<file path="src/rtl/uart_dma_sched_if.sv">
// APB master bus between the DMA scheduler and the UART register block.
interface uart_dma_sched_if;
  logic        m_psel;
  logic        m_penable;
  logic        m_pwrite;
  logic [31:0] m_paddr;
  logic [31:0] m_pwdata;
  logic [3:0]  m_pstrb;
  logic [2:0]  m_pprot;
  logic [31:0] m_prdata;
  logic        m_pready;
  logic        m_pslverr;

  modport master (
    output m_psel, m_penable, m_pwrite, m_paddr, m_pwdata, m_pstrb, m_pprot,
    input  m_prdata, m_pready, m_pslverr
  );

  modport slave (
    input  m_psel, m_penable, m_pwrite, m_paddr, m_pwdata, m_pstrb, m_pprot,
    output m_prdata, m_pready, m_pslverr
  );
endinterface

</file>
<file path="src/rtl/uart_dma_sched.sv">
// DMA scheduler for the UART: round-robin TX/RX arbitration, one APB access
// per byte, per-channel byte counters, ack holdoff and sink push stage.
module uart_dma_sched #(
  parameter logic [31:0] BASE_ADDR   = 32'hC3000000,
  parameter logic [31:0] TX_OFFSET   = 32'h44,
  parameter logic [31:0] RX_OFFSET   = 32'h34,
  parameter int          CNT_W       = 16,
  parameter int          ACK_HOLDOFF = 2
) (
  input  logic             pclk,
  input  logic             prst,
  input  logic             tx_start,
  input  logic [CNT_W-1:0] tx_len,
  input  logic             rx_start,
  input  logic [CNT_W-1:0] rx_len,
  input  logic             src_valid,
  input  logic [7:0]       src_data,
  output logic             src_ready,
  output logic             snk_valid,
  output logic [7:0]       snk_data,
  input  logic             snk_ready,
  input  logic             dma_tx_req,
  input  logic             dma_rx_req,
  output logic             dma_tx_acka,
  output logic             dma_rx_acka,
  uart_dma_sched_if.master apb,
  output logic             busy,
  output logic             tx_done,
  output logic             rx_done,
  output logic             err
);

  localparam int HO_W = (ACK_HOLDOFF < 1) ? 1 : $clog2(ACK_HOLDOFF + 1);
  localparam logic [31:0] TX_ADDR = BASE_ADDR + TX_OFFSET;
  localparam logic [31:0] RX_ADDR = BASE_ADDR + RX_OFFSET;

  typedef enum logic [2:0] {
    ST_IDLE,
    ST_SETUP,
    ST_ACCESS,
    ST_ACK,
    ST_PUSH
  } state_t;

  state_t state_reg, state_next;

  // Channel index 0 = TX, 1 = RX throughout.
  logic             chan_reg;      // channel currently granted
  logic             last_rx_reg;   // last grant went to RX
  logic [7:0]       byte_reg;      // TX byte to write or RX byte read back
  logic             xfer_err_reg;  // current byte hit a slave error
  logic             err_reg;

  logic [CNT_W-1:0] rem_reg [2];
  logic [HO_W-1:0]  ho_reg  [2];
  logic [1:0]       start_vec;
  logic [CNT_W-1:0] len_vec [2];

  logic tx_elig, rx_elig, grant_any, grant_rx;
  logic access_done, slv_err_hit, ack_cycle;

  assign start_vec  = {rx_start, tx_start};
  assign len_vec[0] = tx_len;
  assign len_vec[1] = rx_len;

  assign tx_elig   = dma_tx_req && (rem_reg[0] != '0) && src_valid && (ho_reg[0] == '0);
  assign rx_elig   = dma_rx_req && (rem_reg[1] != '0) && (ho_reg[1] == '0);
  assign grant_any = tx_elig || rx_elig;
  // On a tie the channel that was not granted last wins.
  assign grant_rx  = rx_elig && (!tx_elig || !last_rx_reg);

  assign access_done = (state_reg == ST_ACCESS) && apb.m_pready;
  assign slv_err_hit = access_done && apb.m_pslverr;
  assign ack_cycle   = (state_reg == ST_ACK);

  // State register.
  always_ff @(posedge pclk) begin
    if (prst) state_reg <= ST_IDLE;
    else      state_reg <= state_next;
  end

  // Next-state logic.
  always_comb begin
    state_next = state_reg;
    case (state_reg)
      ST_IDLE:   if (grant_any) state_next = ST_SETUP;
      ST_SETUP:  state_next = ST_ACCESS;
      ST_ACCESS: if (apb.m_pready) state_next = ST_ACK;
      ST_ACK:    state_next = (chan_reg && !xfer_err_reg) ? ST_PUSH : ST_IDLE;
      ST_PUSH:   if (snk_ready) state_next = ST_IDLE;
      default:   state_next = ST_IDLE;
    endcase
  end

  // Grant bookkeeping, byte capture and error tracking.
  always_ff @(posedge pclk) begin
    if (prst) begin
      chan_reg     <= 1'b0;
      last_rx_reg  <= 1'b0;
      byte_reg     <= 8'h00;
      xfer_err_reg <= 1'b0;
      err_reg      <= 1'b0;
    end else begin
      if (state_reg == ST_IDLE && grant_any) begin
        chan_reg     <= grant_rx;
        last_rx_reg  <= grant_rx;
        xfer_err_reg <= 1'b0;
        if (!grant_rx) byte_reg <= src_data;
      end
      if (access_done) begin
        if (chan_reg) byte_reg <= apb.m_prdata[7:0];
        if (apb.m_pslverr) begin
          xfer_err_reg <= 1'b1;
          err_reg      <= 1'b1;
        end
      end
    end
  end

  // Per-channel remaining count and post-ack holdoff.
  genvar gi;
  generate
    for (gi = 0; gi < 2; gi++) begin : g_chan
      logic is_mine;
      assign is_mine = (chan_reg == 1'(gi));

      // Remaining bytes: error clears, ack decrements, start loads only when idle-at-zero.
      always_ff @(posedge pclk) begin
        if (prst)
          rem_reg[gi] <= '0;
        else if (slv_err_hit && is_mine)
          rem_reg[gi] <= '0;
        else if (ack_cycle && is_mine && !xfer_err_reg && rem_reg[gi] != '0)
          rem_reg[gi] <= rem_reg[gi] - CNT_W'(1);
        else if (start_vec[gi] && rem_reg[gi] == '0 && len_vec[gi] != '0)
          rem_reg[gi] <= len_vec[gi];
      end

      // Holdoff reloads on this channel's ack and otherwise counts down to zero.
      always_ff @(posedge pclk) begin
        if (prst)
          ho_reg[gi] <= '0;
        else if (ack_cycle && is_mine)
          ho_reg[gi] <= HO_W'(ACK_HOLDOFF);
        else if (ho_reg[gi] != '0)
          ho_reg[gi] <= ho_reg[gi] - HO_W'(1);
      end
    end
  endgenerate

  // Output decode from state, granted channel and captured byte.
  always_comb begin
    apb.m_psel    = 1'b0;
    apb.m_penable = 1'b0;
    apb.m_pwrite  = 1'b0;
    apb.m_paddr   = 32'h0;
    apb.m_pwdata  = 32'h0;
    apb.m_pstrb   = 4'h0;
    apb.m_pprot   = 3'b000;
    src_ready     = 1'b0;
    snk_valid     = 1'b0;
    snk_data      = 8'h00;
    dma_tx_acka   = 1'b0;
    dma_rx_acka   = 1'b0;
    tx_done       = 1'b0;
    rx_done       = 1'b0;
    case (state_reg)
      ST_IDLE: src_ready = grant_any && !grant_rx;
      ST_SETUP, ST_ACCESS: begin
        apb.m_psel    = 1'b1;
        apb.m_penable = (state_reg == ST_ACCESS);
        if (!chan_reg) begin
          apb.m_pwrite = 1'b1;
          apb.m_paddr  = TX_ADDR;
          apb.m_pwdata = {24'h0, byte_reg};
          apb.m_pstrb  = 4'h1;
        end else begin
          apb.m_paddr  = RX_ADDR;
        end
      end
      ST_ACK: begin
        dma_tx_acka = !chan_reg;
        dma_rx_acka = chan_reg;
        tx_done     = !chan_reg && !xfer_err_reg && (rem_reg[0] == CNT_W'(1));
        rx_done     = chan_reg && !xfer_err_reg && (rem_reg[1] == CNT_W'(1));
      end
      ST_PUSH: begin
        snk_valid = 1'b1;
        snk_data  = byte_reg;
      end
      default: ;
    endcase
  end

  assign busy = (state_reg != ST_IDLE);
  assign err  = err_reg;

endmodule

</file>
<file path="src/flat_wrapper.sv">
// flat-port wrapper written by rule: the top's interface ports become plain ports
module uart_dma_sched_flat 
#(
  parameter logic [31:0] BASE_ADDR   = 32'hC3000000,
  parameter logic [31:0] TX_OFFSET   = 32'h44,
  parameter logic [31:0] RX_OFFSET   = 32'h34,
  parameter int          CNT_W       = 16,
  parameter int          ACK_HOLDOFF = 2
)
  (pclk, prst, tx_start, tx_len, rx_start, rx_len, src_valid, src_data, src_ready, snk_valid, snk_data, snk_ready, dma_tx_req, dma_rx_req, dma_tx_acka, dma_rx_acka, busy, tx_done, rx_done, err, apb_m_psel, apb_m_penable, apb_m_pwrite, apb_m_paddr, apb_m_pwdata, apb_m_pstrb, apb_m_pprot, apb_m_prdata, apb_m_pready, apb_m_pslverr);
  uart_dma_sched_if apb_i ();
  input  logic pclk;
  input  logic prst;
  input  logic tx_start;
  input  logic [CNT_W-1:0] tx_len;
  input  logic rx_start;
  input  logic [CNT_W-1:0] rx_len;
  input  logic src_valid;
  input  logic [7:0] src_data;
  output logic src_ready;
  output logic snk_valid;
  output logic [7:0] snk_data;
  input  logic snk_ready;
  input  logic dma_tx_req;
  input  logic dma_rx_req;
  output logic dma_tx_acka;
  output logic dma_rx_acka;
  output logic busy;
  output logic tx_done;
  output logic rx_done;
  output logic err;
  output wire logic [$bits(apb_i.m_psel)-1:0] apb_m_psel;
  output wire logic [$bits(apb_i.m_penable)-1:0] apb_m_penable;
  output wire logic [$bits(apb_i.m_pwrite)-1:0] apb_m_pwrite;
  output wire logic [$bits(apb_i.m_paddr)-1:0] apb_m_paddr;
  output wire logic [$bits(apb_i.m_pwdata)-1:0] apb_m_pwdata;
  output wire logic [$bits(apb_i.m_pstrb)-1:0] apb_m_pstrb;
  output wire logic [$bits(apb_i.m_pprot)-1:0] apb_m_pprot;
  input wire logic [$bits(apb_i.m_prdata)-1:0] apb_m_prdata;
  input wire logic [$bits(apb_i.m_pready)-1:0] apb_m_pready;
  input wire logic [$bits(apb_i.m_pslverr)-1:0] apb_m_pslverr;
  assign apb_m_psel = apb_i.m_psel;
  assign apb_m_penable = apb_i.m_penable;
  assign apb_m_pwrite = apb_i.m_pwrite;
  assign apb_m_paddr = apb_i.m_paddr;
  assign apb_m_pwdata = apb_i.m_pwdata;
  assign apb_m_pstrb = apb_i.m_pstrb;
  assign apb_m_pprot = apb_i.m_pprot;
  assign apb_i.m_prdata = apb_m_prdata;
  assign apb_i.m_pready = apb_m_pready;
  assign apb_i.m_pslverr = apb_m_pslverr;
  uart_dma_sched #(.BASE_ADDR(BASE_ADDR), .TX_OFFSET(TX_OFFSET), .RX_OFFSET(RX_OFFSET), .CNT_W(CNT_W), .ACK_HOLDOFF(ACK_HOLDOFF)) u_core (.pclk(pclk), .prst(prst), .tx_start(tx_start), .tx_len(tx_len), .rx_start(rx_start), .rx_len(rx_len), .src_valid(src_valid), .src_data(src_data), .src_ready(src_ready), .snk_valid(snk_valid), .snk_data(snk_data), .snk_ready(snk_ready), .dma_tx_req(dma_tx_req), .dma_rx_req(dma_rx_req), .dma_tx_acka(dma_tx_acka), .dma_rx_acka(dma_rx_acka), .apb(apb_i), .busy(busy), .tx_done(tx_done), .rx_done(rx_done), .err(err));
endmodule
</file>
<file path="config.mk">
export PLATFORM = sky130hd
export DESIGN_NAME = uart_dma_sched_flat
export DESIGN_NICKNAME = d
export VERILOG_FILES = /design/src/rtl/uart_dma_sched_if.sv /design/src/rtl/uart_dma_sched.sv /design/src/flat_wrapper.sv
export SDC_FILE = /design/constraint.sdc
export NUM_CORES = 1
export LEC_CHECK = 0
export CORE_MARGIN = 3
export CORE_UTILIZATION = 38
export CTS_CLUSTER_SIZE = 16
export DETAILED_ROUTE_END_ITERATION = 12
export GPL_TIMING_DRIVEN = 0
export PLACE_DENSITY = 0.78
export SLEW_MARGIN = 20
export SYNTH_ARGS = -nofsm -noshare
export SYNTH_HDL_FRONTEND = slang
export SYNTH_SLANG_ARGS = --single-unit
</file>
<file path="constraint.sdc">
create_clock -name pclk -period 2.21 [get_ports pclk]
set_clock_uncertainty 0.1 [all_clocks]
set_input_delay 0.3315 -clock pclk [delete_from_list [all_inputs] [get_ports pclk]]
set_output_delay 0.3315 -clock pclk [all_outputs]
set_load 0.01 [all_outputs]
</file>
==> flow_results.xml <==
<?xml version="1.0" encoding="UTF-8"?>
<metrics>
  <group name="setup_path">
    <metric name="cp-start-kind" unit="">flip-flop</metric>
    <metric name="critPathRequiredTime" unit="ns">1.78</metric>
    <metric name="worst_path_max_fanout" unit="">5</metric>
    <metric name="timing.critical_path.arrival" unit="ns">1.99</metric>
    <metric name="setup.worst_path.end_class" unit="">output port</metric>
    <metric name="critical_path_class" unit="">flip-flop to output port</metric>
  </group>
  <group name="power_and_ir_drop">
    <metric name="pwr-share-seq" unit="">0.322</metric>
    <metric name="power.clock.fraction" unit="">0.201</metric>
    <metric name="p_per_area" unit="nW/um^2">655</metric>
    <metric name="power.internal" unit="mW">2.65</metric>
    <metric name="power.leakage" unit="nW">2.72</metric>
    <metric name="switchingPower" unit="mW">1.35</metric>
    <metric name="sw_frac_of_total" unit="">0.337</metric>
    <metric name="peakVddDrop" unit="V">0.000384</metric>
    <metric name="pwr-share-comb" unit="">0.477</metric>
  </group>
  <group name="synthesis">
    <metric name="synth_top_cell_by_area" unit="">edfxtp_1</metric>
    <metric name="synth_seq_area_share" unit="">0.361</metric>
    <metric name="yosysTopAreaCellShare" unit="">0.287</metric>
    <metric name="count_of_synthesis_stage_warnings_from_yosys" unit="">0</metric>
    <metric name="synth.avg_cell_area" unit="sq um">9.28</metric>
    <metric name="post_synth_main_area_contributors" unit="">edfxtp_1 (29%), buf_4 (12%), dfxtp_1 (7.4%), nor2_1 (4.0%), xnor2_1 (3.7%)</metric>
    <metric name="synth_area" unit="sq um">3770</metric>
    <metric name="count_of_flip_flops_with_a_built_in_enable_after_synthesis" unit="">36</metric>
    <metric name="yosys.cell_types.count" unit="">59</metric>
    <metric name="asyncSetResetFlopFracSynth" unit="">0</metric>
    <metric name="ys_seq_elements" unit="">50</metric>
    <metric name="yosys-top-cells-count" unit="">buf_4 (62), nor2_1 (40), edfxtp_1 (36)</metric>
    <metric name="synth_most_common_cell" unit="">buf_4</metric>
    <metric name="synth_instances" unit="">406</metric>
    <metric name="synth_top_flop_cell" unit="">edfxtp_1</metric>
  </group>
  <group name="outcome">
    <metric name="failed_checks" unit="">negative setup slack</metric>
    <metric name="outcome" unit="">complete, but fails checks</metric>
  </group>
  <group name="grt">
    <metric name="wire_length_of_the_first_global_routing_pass" unit="mm">17.6</metric>
    <metric name="grt_start_max_net_pins" unit="">17</metric>
    <metric name="gr-usage-all-layers" unit="">0.190</metric>
    <metric name="initial_antenna_violation_count" unit="">0</metric>
    <metric name="first_global_vias" unit="">3603</metric>
    <metric name="grt.overflow.total" unit="">0</metric>
  </group>
  <group name="sta">
    <metric name="timing.hold.ws" unit="ns">0.297</metric>
    <metric name="setup_ws" unit="ns">-0.213</metric>
    <metric name="hold_viol" unit="">0</metric>
    <metric name="max_freq" unit="GHz">0.413</metric>
    <metric name="setup_viol" unit="">34</metric>
    <metric name="timing.setup.tns" unit="ns">-1.68</metric>
    <metric name="rsz0062_at_grt" unit="">yes</metric>
    <metric name="period_share" unit="">1.10</metric>
    <metric name="slew_viol_final" unit="">0</metric>
    <metric name="worstMarginPinSlew" unit="ns">0.590</metric>
    <metric name="finalCriticalPeriod" unit="ns">2.42</metric>
    <metric name="timing.slew.headroom" unit="">0.605</metric>
  </group>
  <group name="cells_and_area">
    <metric name="largest_register_ffs" unit="">32</metric>
    <metric name="seq_area" unit="sq um">1370</metric>
    <metric name="syn2layout_area_growth" unit="%">62.2</metric>
    <metric name="utilization" unit="">0.646</metric>
    <metric name="finalNetCount" unit="">701</metric>
    <metric name="antennaDiodeCount" unit="">0</metric>
    <metric name="drive_above_1_share" unit="">0.369</metric>
    <metric name="area_taken_by_multi_input_logic_gates" unit="sq um">2430</metric>
    <metric name="final.fill_count" unit="">741</metric>
  </group>
  <group name="floorplan">
    <metric name="die-height" unit="um">106</metric>
    <metric name="fp.dieArea" unit="sq um">11100</metric>
    <metric name="die_width" unit="um">106</metric>
    <metric name="initial_utilization" unit="">0.398</metric>
    <metric name="placement_rows" unit="">35</metric>
    <metric name="core_area" unit="sq um">9460</metric>
    <metric name="io_pins" unit="">172</metric>
  </group>
  <group name="place">
    <metric name="place_hpwl" unit="mm">7.64</metric>
    <metric name="io_buffer_count" unit="">92</metric>
    <metric name="pre_cts_ws" unit="ns">-0.819</metric>
    <metric name="finalWeightedCongestion" unit="">0.927</metric>
  </group>
  <group name="routing">
    <metric name="detail_route.wl_per_cell" unit="um">16.3</metric>
    <metric name="routed-via-count" unit="">3758</metric>
    <metric name="route.detailed.vias_per_inst" unit="">5.06</metric>
    <metric name="routed_wl" unit="mm">12.1</metric>
    <metric name="drtAntennaViolNets" unit="">0</metric>
    <metric name="drcViolationCount" unit="">0</metric>
    <metric name="dr.pass1.iters" unit="">5</metric>
    <metric name="detail_route.iter0.violations" unit="">214</metric>
  </group>
  <group name="clock_network">
    <metric name="clock_latency" unit="ns">0.30</metric>
    <metric name="cts.reportedPaths.clkPinSlew" unit="ns">0.10</metric>
    <metric name="cts-root-to-sink-buffers" unit="">2</metric>
    <metric name="holdBufCountCts" unit="">0</metric>
    <metric name="numClockSinks" unit="">50</metric>
    <metric name="cts_root_buffer" unit="">clkbuf_8</metric>
    <metric name="clock_tree_from_tritoncts" unit="">yes</metric>
    <metric name="cts_buffers" unit="">5</metric>
    <metric name="htree_levels" unit="">2</metric>
  </group>
  <group name="min_path">
    <metric name="hold_class" unit="">input pin to flip-flop</metric>
  </group>
  <group name="flow_run">
    <metric name="max_cap_viol_count" unit="">0</metric>
  </group>
</metrics>
[final timing paths]
check	cells past startpoint	slack [ns]	from	endpoint
hold reg to reg	2	0.39	u_core.byte_reg[5]	u_core.byte_reg[5]
hold / removal	3	0.30	tx_len[5]	u_core.rem_reg[0][5]
setup reg to reg	6	-0.10	u_core.rem_reg[0][1]	u_core.rem_reg[0][15]
setup / recovery	9	-0.21	u_core.rem_reg[0][1]	src_ready
[power by group through the flow]
stage               Combinational [mW]  Clock [mW]  Sequential (mW)
floorplan                        0.904           0             1.25
global placement                  1.46           0             1.27
detailed placement                1.50           0             1.28
CTS                               1.77       0.816             1.27
global route                      2.05       0.847             1.30
finish                            1.91       0.803             1.29
[final cells by class]
cell class                 count  area share
buffer                        73      0.0928
inverter                      14     0.00860
multi-input combinational    319       0.398
tap                          129      0.0264
clock inverter                 2     0.00983
clock buffer                   6      0.0135
sequential                    50       0.224
timing repair buffer         149       0.227
[kinds of logic (layout without fill, tap and decap cells)]
| kind of cell | after synthesis | in the layout | share of synthesized area |
|---|---|---|---|
| AO/OA/AOI/OAI | 59 | 59 | 0.135 |
| XOR/XNOR | 26 | 26 | 0.0604 |
| adder cells (fa/ha/maj) | 7 | 7 | 0.0232 |
| buffers and inverters | 92 | 244 | 0.161 |
| flip-flops | 50 | 50 | 0.361 |
| other | 1 | 54 | 0.000995 |
| AND/OR/NAND/NOR | 171 | 173 | 0.258 |
[stage by stage]
stage                     std cells  total power [mW]  cell area [sq um]
after floorplan                 459              2.15               3990
after global placement          680              2.73               5070
after detailed placement        680              2.78               5070
after CTS                       719              3.86               5670
after global routing            742              4.19               6110
final                           742              4.00               6110
[per-layer routing]
layer | GRT usage | share of wire | vias up
met5 | 0 | 0 | -
met4 | 0.0537 | 0.026 | 0
met3 | 0.0398 | 0.071 | 39
met2 | 0.337 | 0.52 | 191
met1 | 0.232 | 0.38 | 1760
li1 | - | - | 1768
[cell usage in the layout, fill, tap and decap left out, types with 12 or more instances in the layout]
cell type        count
conb_1              54
clkdlybuf4s50_1     45
dlygate4sd2_1       18
nor2_1              38
edfxtp_1            36
buf_4              106
xnor2_1             15
clkbuf_2            12
nand2_1             33
buf_6               14
and2_1              18
[worst max-delay path, cell delays in order (launching register included)]
cell      delay (ns)
edfxtp_1        0.43
inv_2           0.11
ha_4            0.14
nor3b_4         0.23
and4_1          0.24
buf_6           0.13
nor3_4          0.05
and2_4          0.14
buf_6           0.11
buf_6           0.11
[what timing repair did]
| action | in CTS | in global routing |
|---|---|---|
| gates cloned | 2 | 4 |
| pin swaps | 17 | 33 |
| setup endpoints to repair | 107 | 90 |
| resized for setup | 104 | 83 |
| setup buffers | 33 | 22 |
No activity file was read; power rests on OpenSTA's default activity.
